[config.mk]
export PLATFORM = sky130hd
export DESIGN_NAME = video_timing_gen_flat
export DESIGN_NICKNAME = d
export VERILOG_FILES = /design/src/rtl/video_timing_gen_pkg.sv /design/src/rtl/video_timing_gen_if.sv /design/src/rtl/video_timing_gen_timing_axis.sv /design/src/rtl/video_timing_gen.sv /design/src/flat_wrapper.sv
export SDC_FILE = /design/constraint.sdc
export NUM_CORES = 1
export LEC_CHECK = 0
export CORE_UTILIZATION = 50
export CTS_CLUSTER_SIZE = 12
export DETAILED_ROUTE_END_ITERATION = 6
export GPL_TIMING_DRIVEN = 0
export PLACE_DENSITY = 0.7
export REMOVE_ABC_BUFFERS = 1
export SLEW_MARGIN = 15
export SYNTH_ARGS = -nofsm -noshare
export SYNTH_HDL_FRONTEND = slang
export SYNTH_HIERARCHICAL = 1
export SYNTH_SLANG_ARGS = --single-unit
[constraint.sdc]
create_clock -name clk_pix -period 6.96 [get_ports clk_pix]
set_clock_uncertainty 0.1 [all_clocks]
set_input_delay 1.392 -clock clk_pix [delete_from_list [all_inputs] [get_ports clk_pix]]
set_output_delay 1.392 -clock clk_pix [all_outputs]
set_load 0.005 [all_outputs]
[src/rtl/video_timing_gen_pkg.sv]
// video_timing_pkg: timing record, standard mode presets and the mode validity
// check shared by the generator and its bench.
package video_timing_pkg;
    localparam int CORDW_MAX = 12;
    typedef struct packed {
        logic [CORDW_MAX-1:0] h_active, h_fp, h_sync, h_bp;
        logic [CORDW_MAX-1:0] v_active, v_fp, v_sync, v_bp;
    } timing_t;
    localparam timing_t T_640X480P60 = '{12'd640, 12'd16, 12'd96, 12'd48, 12'd480, 12'd10, 12'd2, 12'd33};
    localparam timing_t T_720P60 = '{12'd1280, 12'd110, 12'd40, 12'd220, 12'd720, 12'd5, 12'd5, 12'd20};
    localparam timing_t T_1080P30 = '{12'd1920, 12'd88, 12'd44, 12'd148, 12'd1080, 12'd4, 12'd5, 12'd36};
    // Fields are taken modulo 2^cordw so a narrower generator judges what it will actually load.
    function automatic logic timing_ok(timing_t t, int cordw = CORDW_MAX);
        int m, ht, vt;
        m = (1 << cordw) - 1;
        ht = (int'(t.h_active) & m) + (int'(t.h_fp) & m) + (int'(t.h_sync) & m) + (int'(t.h_bp) & m);
        vt = (int'(t.v_active) & m) + (int'(t.v_fp) & m) + (int'(t.v_sync) & m) + (int'(t.v_bp) & m);
        return (int'(t.h_active) & m) != 0 && (int'(t.v_active) & m) != 0 &&
               (int'(t.h_sync) & m) != 0 && (int'(t.v_sync) & m) != 0 &&
               ht <= (1 << cordw) && vt <= (1 << cordw);
    endfunction
endpackage

[src/rtl/video_timing_gen_if.sv]
// video_timing_gen_if: mode-update handshake plus the decoded raster outputs.
import video_timing_pkg::*;
interface video_timing_gen_if #(parameter int CORDW = 12);
    timing_t cfg;
    logic cfg_valid, cfg_ready, cfg_err;
    logic [CORDW-1:0] sx, sy;
    logic hsync, vsync, de, line_start, frame_start;
    modport master(output cfg, cfg_valid,
                   input cfg_ready, cfg_err, sx, sy, hsync, vsync, de, line_start, frame_start);
    modport slave(input cfg, cfg_valid,
                  output cfg_ready, cfg_err, sx, sy, hsync, vsync, de, line_start, frame_start);
endinterface

[src/rtl/video_timing_gen_timing_axis.sv]
// timing_axis: one raster dimension -- position counter, boundary registers
// reloaded on apply, and raw (active-high) active/sync decode.
module timing_axis #(
    parameter int CORDW = 12,
    parameter logic [CORDW-1:0] I_ACT = 1,
    parameter logic [CORDW-1:0] I_FP = 0,
    parameter logic [CORDW-1:0] I_SYNC = 1,
    parameter logic [CORDW-1:0] I_BP = 0
) (
    input logic clk,
    input logic rst,
    input logic adv,
    input logic load,
    input logic [CORDW-1:0] act,
    input logic [CORDW-1:0] fp,
    input logic [CORDW-1:0] sync,
    input logic [CORDW-1:0] bp,
    output logic [CORDW-1:0] cnt,
    output logic wrap,
    output logic on,
    output logic syn
);
    localparam logic [CORDW:0] R_STA = {1'b0, I_ACT} + {1'b0, I_FP};
    localparam logic [CORDW:0] R_END = R_STA + {1'b0, I_SYNC};
    localparam logic [CORDW:0] R_LAST = R_END + {1'b0, I_BP} - (CORDW+1)'(1);
    logic [CORDW-1:0] b_act, b_last;
    logic [CORDW:0] b_sta, b_end, sta, fin, lst;
    assign sta = {1'b0, act} + {1'b0, fp};
    assign fin = sta + {1'b0, sync};
    assign lst = fin + {1'b0, bp} - (CORDW+1)'(1);
    assign wrap = cnt == b_last;
    assign on = cnt < b_act;
    assign syn = {1'b0, cnt} >= b_sta && {1'b0, cnt} < b_end;
    always_ff @(posedge clk or posedge rst)
        if (rst) begin
            b_act <= I_ACT;
            b_sta <= R_STA;
            b_end <= R_END;
            b_last <= R_LAST[CORDW-1:0];
            cnt <= '0;
        end else begin
            if (load) begin
                b_act <= act;
                b_sta <= sta;
                b_end <= fin;
                b_last <= lst[CORDW-1:0];
            end
            if (adv) cnt <= wrap ? '0 : cnt + CORDW'(1);
        end
endmodule

[src/rtl/video_timing_gen.sv]
// video_timing_gen: runtime-reconfigurable raster timing; a validated mode waits
// in a one-deep pending slot and takes effect only at the end of a frame.
import video_timing_pkg::*;
module video_timing_gen #(
    parameter int CORDW = 12,
    parameter bit H_POL = 1'b1,
    parameter bit V_POL = 1'b1,
    parameter timing_t INIT = T_720P60
) (
    input logic clk_pix,
    input logic rst_pix,
    video_timing_gen_if.slave bus
);
    timing_t pend;
    logic [CORDW-1:0] hc, vc;
    logic h_wrap, v_wrap, h_on, v_on, h_syn, v_syn, take, ok, apply;
    assign take = bus.cfg_valid && bus.cfg_ready;
    assign ok = timing_ok(bus.cfg, CORDW);
    // cfg_ready low doubles as the pending-slot-full flag.
    assign apply = !bus.cfg_ready && h_wrap && v_wrap;
    timing_axis #(
        .CORDW(CORDW), .I_ACT(INIT.h_active[CORDW-1:0]), .I_FP(INIT.h_fp[CORDW-1:0]),
        .I_SYNC(INIT.h_sync[CORDW-1:0]), .I_BP(INIT.h_bp[CORDW-1:0])
    ) h_axis (
        .clk(clk_pix), .rst(rst_pix), .adv(1'b1), .load(apply),
        .act(pend.h_active[CORDW-1:0]), .fp(pend.h_fp[CORDW-1:0]),
        .sync(pend.h_sync[CORDW-1:0]), .bp(pend.h_bp[CORDW-1:0]),
        .cnt(hc), .wrap(h_wrap), .on(h_on), .syn(h_syn)
    );
    timing_axis #(
        .CORDW(CORDW), .I_ACT(INIT.v_active[CORDW-1:0]), .I_FP(INIT.v_fp[CORDW-1:0]),
        .I_SYNC(INIT.v_sync[CORDW-1:0]), .I_BP(INIT.v_bp[CORDW-1:0])
    ) v_axis (
        .clk(clk_pix), .rst(rst_pix), .adv(h_wrap), .load(apply),
        .act(pend.v_active[CORDW-1:0]), .fp(pend.v_fp[CORDW-1:0]),
        .sync(pend.v_sync[CORDW-1:0]), .bp(pend.v_bp[CORDW-1:0]),
        .cnt(vc), .wrap(v_wrap), .on(v_on), .syn(v_syn)
    );
    always_ff @(posedge clk_pix or posedge rst_pix)
        if (rst_pix) begin
            pend <= INIT;
            bus.cfg_ready <= 1'b1;
            bus.cfg_err <= 1'b0;
            bus.sx <= '0;
            bus.sy <= '0;
            bus.de <= 1'b0;
            bus.hsync <= !H_POL;
            bus.vsync <= !V_POL;
            bus.line_start <= 1'b0;
            bus.frame_start <= 1'b0;
        end else begin
            if (take && ok) pend <= bus.cfg;
            bus.cfg_ready <= apply ? 1'b1 : (take && ok) ? 1'b0 : bus.cfg_ready;
            bus.cfg_err <= take && !ok;
            bus.sx <= hc;
            bus.sy <= vc;
            bus.de <= h_on && v_on;
            bus.hsync <= H_POL ? h_syn : !h_syn;
            bus.vsync <= V_POL ? v_syn : !v_syn;
            bus.line_start <= hc == '0;
            bus.frame_start <= hc == '0 && vc == '0;
        end
endmodule

[src/flat_wrapper.sv]
// flat-port wrapper written by rule: the top's interface ports become plain ports
module video_timing_gen_flat 
#(
    parameter int CORDW = 12,
    parameter bit H_POL = 1'b1,
    parameter bit V_POL = 1'b1,
    parameter timing_t INIT = T_720P60
)
  (clk_pix, rst_pix, bus_cfg, bus_cfg_valid, bus_cfg_ready, bus_cfg_err, bus_sx, bus_sy, bus_hsync, bus_vsync, bus_de, bus_line_start, bus_frame_start);
  video_timing_gen_if #(.CORDW(CORDW)) bus_i ();
  input logic clk_pix;
  input logic rst_pix;
  input wire logic [$bits(bus_i.cfg)-1:0] bus_cfg;
  input wire logic [$bits(bus_i.cfg_valid)-1:0] bus_cfg_valid;
  output wire logic [$bits(bus_i.cfg_ready)-1:0] bus_cfg_ready;
  output wire logic [$bits(bus_i.cfg_err)-1:0] bus_cfg_err;
  output wire logic [$bits(bus_i.sx)-1:0] bus_sx;
  output wire logic [$bits(bus_i.sy)-1:0] bus_sy;
  output wire logic [$bits(bus_i.hsync)-1:0] bus_hsync;
  output wire logic [$bits(bus_i.vsync)-1:0] bus_vsync;
  output wire logic [$bits(bus_i.de)-1:0] bus_de;
  output wire logic [$bits(bus_i.line_start)-1:0] bus_line_start;
  output wire logic [$bits(bus_i.frame_start)-1:0] bus_frame_start;
  assign bus_i.cfg = bus_cfg;
  assign bus_i.cfg_valid = bus_cfg_valid;
  assign bus_cfg_ready = bus_i.cfg_ready;
  assign bus_cfg_err = bus_i.cfg_err;
  assign bus_sx = bus_i.sx;
  assign bus_sy = bus_i.sy;
  assign bus_hsync = bus_i.hsync;
  assign bus_vsync = bus_i.vsync;
  assign bus_de = bus_i.de;
  assign bus_line_start = bus_i.line_start;
  assign bus_frame_start = bus_i.frame_start;
  video_timing_gen #(.CORDW(CORDW), .H_POL(H_POL), .V_POL(V_POL), .INIT(INIT)) u_core (.clk_pix(clk_pix), .rst_pix(rst_pix), .bus(bus_i));
endmodule
==> impl_results.md <==
* Root Driver: clkbuf_16
* Total CTS buffers at 28
* PostCTS Resize Cnt at 0
* Final setup margin at 0.2298 ns
* Worst reg2reg startpoint: u_core/pend[24]
* Worst setup SP type: input port
* Vias per inst at 5.540
* Top Ports at 130
* Critical path origin: bus_cfg[1]
* Iter 0 DRT Violations at 588
* Worst setup EP type: flop
* Die ar. at 0.03467 mm^2
* R2r setup slk at 1.42 ns
* DIE WIDTH at 186.2 um
* Initial antenna violation count at 0
* Hold Path Sink: u_core/h_axis/b_end[8]
* Post-synth top area share at 0.2684
* PortBufs at 129
* Buffer count from post-CTS setup fixing at 0
* Area Overhead vs Synth at 17.47%
* Placer Congestion at 0.8802
* Gr ovfl total at 0
* FF-to-FF End: u_core/v_axis/b_last[11]
* Antenna diode count at 0
* Critical path cell sequence: clkdlybuf4s50_1, fa_1, fa_1, ha_1, inv_1, fa_1, xnor2_1, a2111oi_0, nand4_1, a2111oi_0, a31oi_1, nor4_4, buf_6, buf_6, buf_6, buf_6, mux2_1
* Fin crit share at 0.9670
* Bufs and invs on worst path at 6
* Core Region at 0.03345 mm^2
* Routed wire length at 40.21 mm
* Total track usage at 0.2434
* EDFF count, synth at 0
* Synthesized area per cell at 10.38 um^2
* Count leader, synth: inv_1
* # rows at 67
* Top post-synthesis cells by count: inv_1 (201), ha_1 (186), dfrtp_1 (182)
* Largest cells by area after synthesis: dfrtp_1 (27%), ha_1 (14%), dfstp_2 (11%), mux2_2 (6.4%), fa_1 (6.4%)
* Synth Instances at 1635
* FILL cells at 2752
* Critical Setup Path Class: input port to flop
* Slowest cell on the critical path: nor4_4
* WL/cell at 17.88 um
* # nets final at 2119
* Worst slew pin tran at 0.9478 ns
* Layout cells sized above 1 at 0.1455
* Count of maximum capacitance violations at 0
* H-tree levels at 1
* Vias post-DR at 12460
* Minimum clock period at 6.730 ns
* Most common cell on crit path: buf_6
* Post-synthesis cell type count at 71
* Setup TNS at 0 ns
* Place WS at -0.2520 ns
* Dominant synthesized flop cell: dfrtp_1
* Status: complete, but fails checks
* Length in cells of the worst reg-to-reg path at 25
* Peak Freq at 148.6 MHz
* Post-synth ARST share at 1.000
* Required time worst endpoint at 7.28 ns
* # hold bufs at CTS at 0
* Final Hold Viols at 0
* Reg area at 0.006367 mm^2
* Hold Crit Start: u_core/h_axis/b_end[8]
* DIE HEIGHT at 186.2 um
* Seq cells post-synth at 251
* Slew headroom at 0.3633
* Post-Synthesis Cell Area at 0.01697 mm^2
* Clk buf depth at 3
* DRC Markers at 1
* Placed wire-length estimate at 31.99 mm
* Crit path max-delay family: adder cells
* CTS tree: done
* Starting Density at 0.5072
* First-pass GRT wire length at 66.08 mm
* Post-synthesis sequential area ratio at 0.3753
* Vias in the first global route at 12602
* Max stage delay on crit path at 0.68 ns
* DRT Pass-1 Iters at 7
* Clk slew on worst S/H paths at 0.06 ns
* Fin. max-slew vios at 0
* Largest fanout on the critical path at 13
* Worst EP arrival at 7.05 ns
* Failing checks: DRC
* CTS sink cnt at 251
* Area leader, netlist: dfrtp_1
* Hold depth at 2
* Hold Path Class: flop to flop
* Unrepaired setup endpoints after global routing: false
* # setup viols final at 0
* Multi-input gate area at 0.009694 mm^2
* Post-route ant nets at 0
* Clk Latency, worst-skew pair at 0.55 ns
* Number of synthesis warnings at 6
* Largest net degree at the start of global routing at 66
[per-stage QoR]
stage                     area, um^2  utilization  hold WS, ns  cells
final                          19930       0.5959       0.3913   2249
after global routing           19930       0.5959       0.4047   2249
after CTS                      19930       0.5959       0.3919   2249
after detailed placement       19000       0.5681       0.3748   2198
after global placement         18660       0.5579       0.3705   2180
after floorplan                16810            -       0.3581   1603
[how the worst max path moves through the flow]
stage,to,slack (ns),cells past startpoint
CTS,u_core/pend[0],0.30,17
global placement,u_core/v_axis/b_end[11],-4.17,6
global route,u_core/pend[0],0.001,17
floorplan,u_core/pend[11],-1.01,12
detailed placement,u_core/pend[29],-0.25,17
finish,u_core/pend[0],0.23,17
[cell type report]
class	instances	share of cell area
Sequential cell	251	0.3195
Clock inverter	8	0.003453
Inverter	202	0.03855
Timing Repair Buffer	147	0.08092
Tap cell	448	0.02812
Clock buffer	43	0.04307
Multi-Input combinational cell	1150	0.4864
[placed cells by master (no fill, tap or decap), types with 6 or more instances in the layout]
master / netlist / final
a21oi_1: 76 / 76
or3_1: 8 / 8
inv_1: 201 / 198
clkinv_2: 0 / 6
xor2_1: 29 / 29
buf_6: 3 / 7
clkbuf_16: 0 / 29
o21ai_0: 92 / 92
or2_2: 8 / 8
mux2_1: 29 / 29
nand2b_1: 26 / 26
xnor2_1: 65 / 65
and3_1: 11 / 11
mux2_2: 97 / 97
fa_1: 54 / 54
a211o_1: 10 / 10
a211oi_1: 15 / 15
buf_16: 0 / 6
o211ai_1: 7 / 7
a21o_1: 26 / 26
dfstp_2: 69 / 69
clkbuf_8: 0 / 8
nor2b_1: 17 / 17
dfrtp_1: 182 / 182
ha_1: 186 / 186
nand2_1: 95 / 95
nor3_1: 21 / 20
clkbuf_1: 10 / 6
o21a_1: 22 / 22
nand3_1: 19 / 19
o31ai_1: 10 / 10
a31oi_1: 13 / 13
mux2i_1: 18 / 18
nor4_1: 19 / 19
a31o_2: 7 / 7
nand4_1: 19 / 19
clkdlybuf4s50_1: 0 / 129
nor2_1: 80 / 79
[per-layer routing]
layer / part of all wire / GRT usage / up-vias
li1: - / - / 5989
met1: 0.49 / 0.3612 / 6140
met2: 0.45 / 0.3866 / 288
met3: 0.041 / 0.02025 / 43
met4: 0.018 / 0.05672 / 0
met5: 0 / 0 / -
[kinds of logic after synthesis]
kind of cell | share of synthesized area
xor+xnor | 0.05044
fa+ha+maj | 0.2009
other cells | 0.0002210
compound gates | 0.1246
mux | 0.09602
flops | 0.3753
simple gates | 0.09845
buf+inv | 0.05406
[sequential cells by signal (all words and copies together) (netlist names), 13 cells and up]
name	cells
u_core/pend	96
u_core/v_axis/b_sta	13
u_core/h_axis/b_end	13
u_core/v_axis/b_end	13
u_core/h_axis/b_sta	13
[worst min-delay path: cells and delay by family, from the launching register on]
| kind | cells | cell delay (ns) |
|---|---|---|
| buffers and inverters | 1 | 0.06 |
| DFF | 1 | 0.36 |
| muxes | 1 | 0.06 |
Power is left out: the tool's default activity adds up to more than one toggle a clock period on the data nets, which glitch-free logic cannot reach.
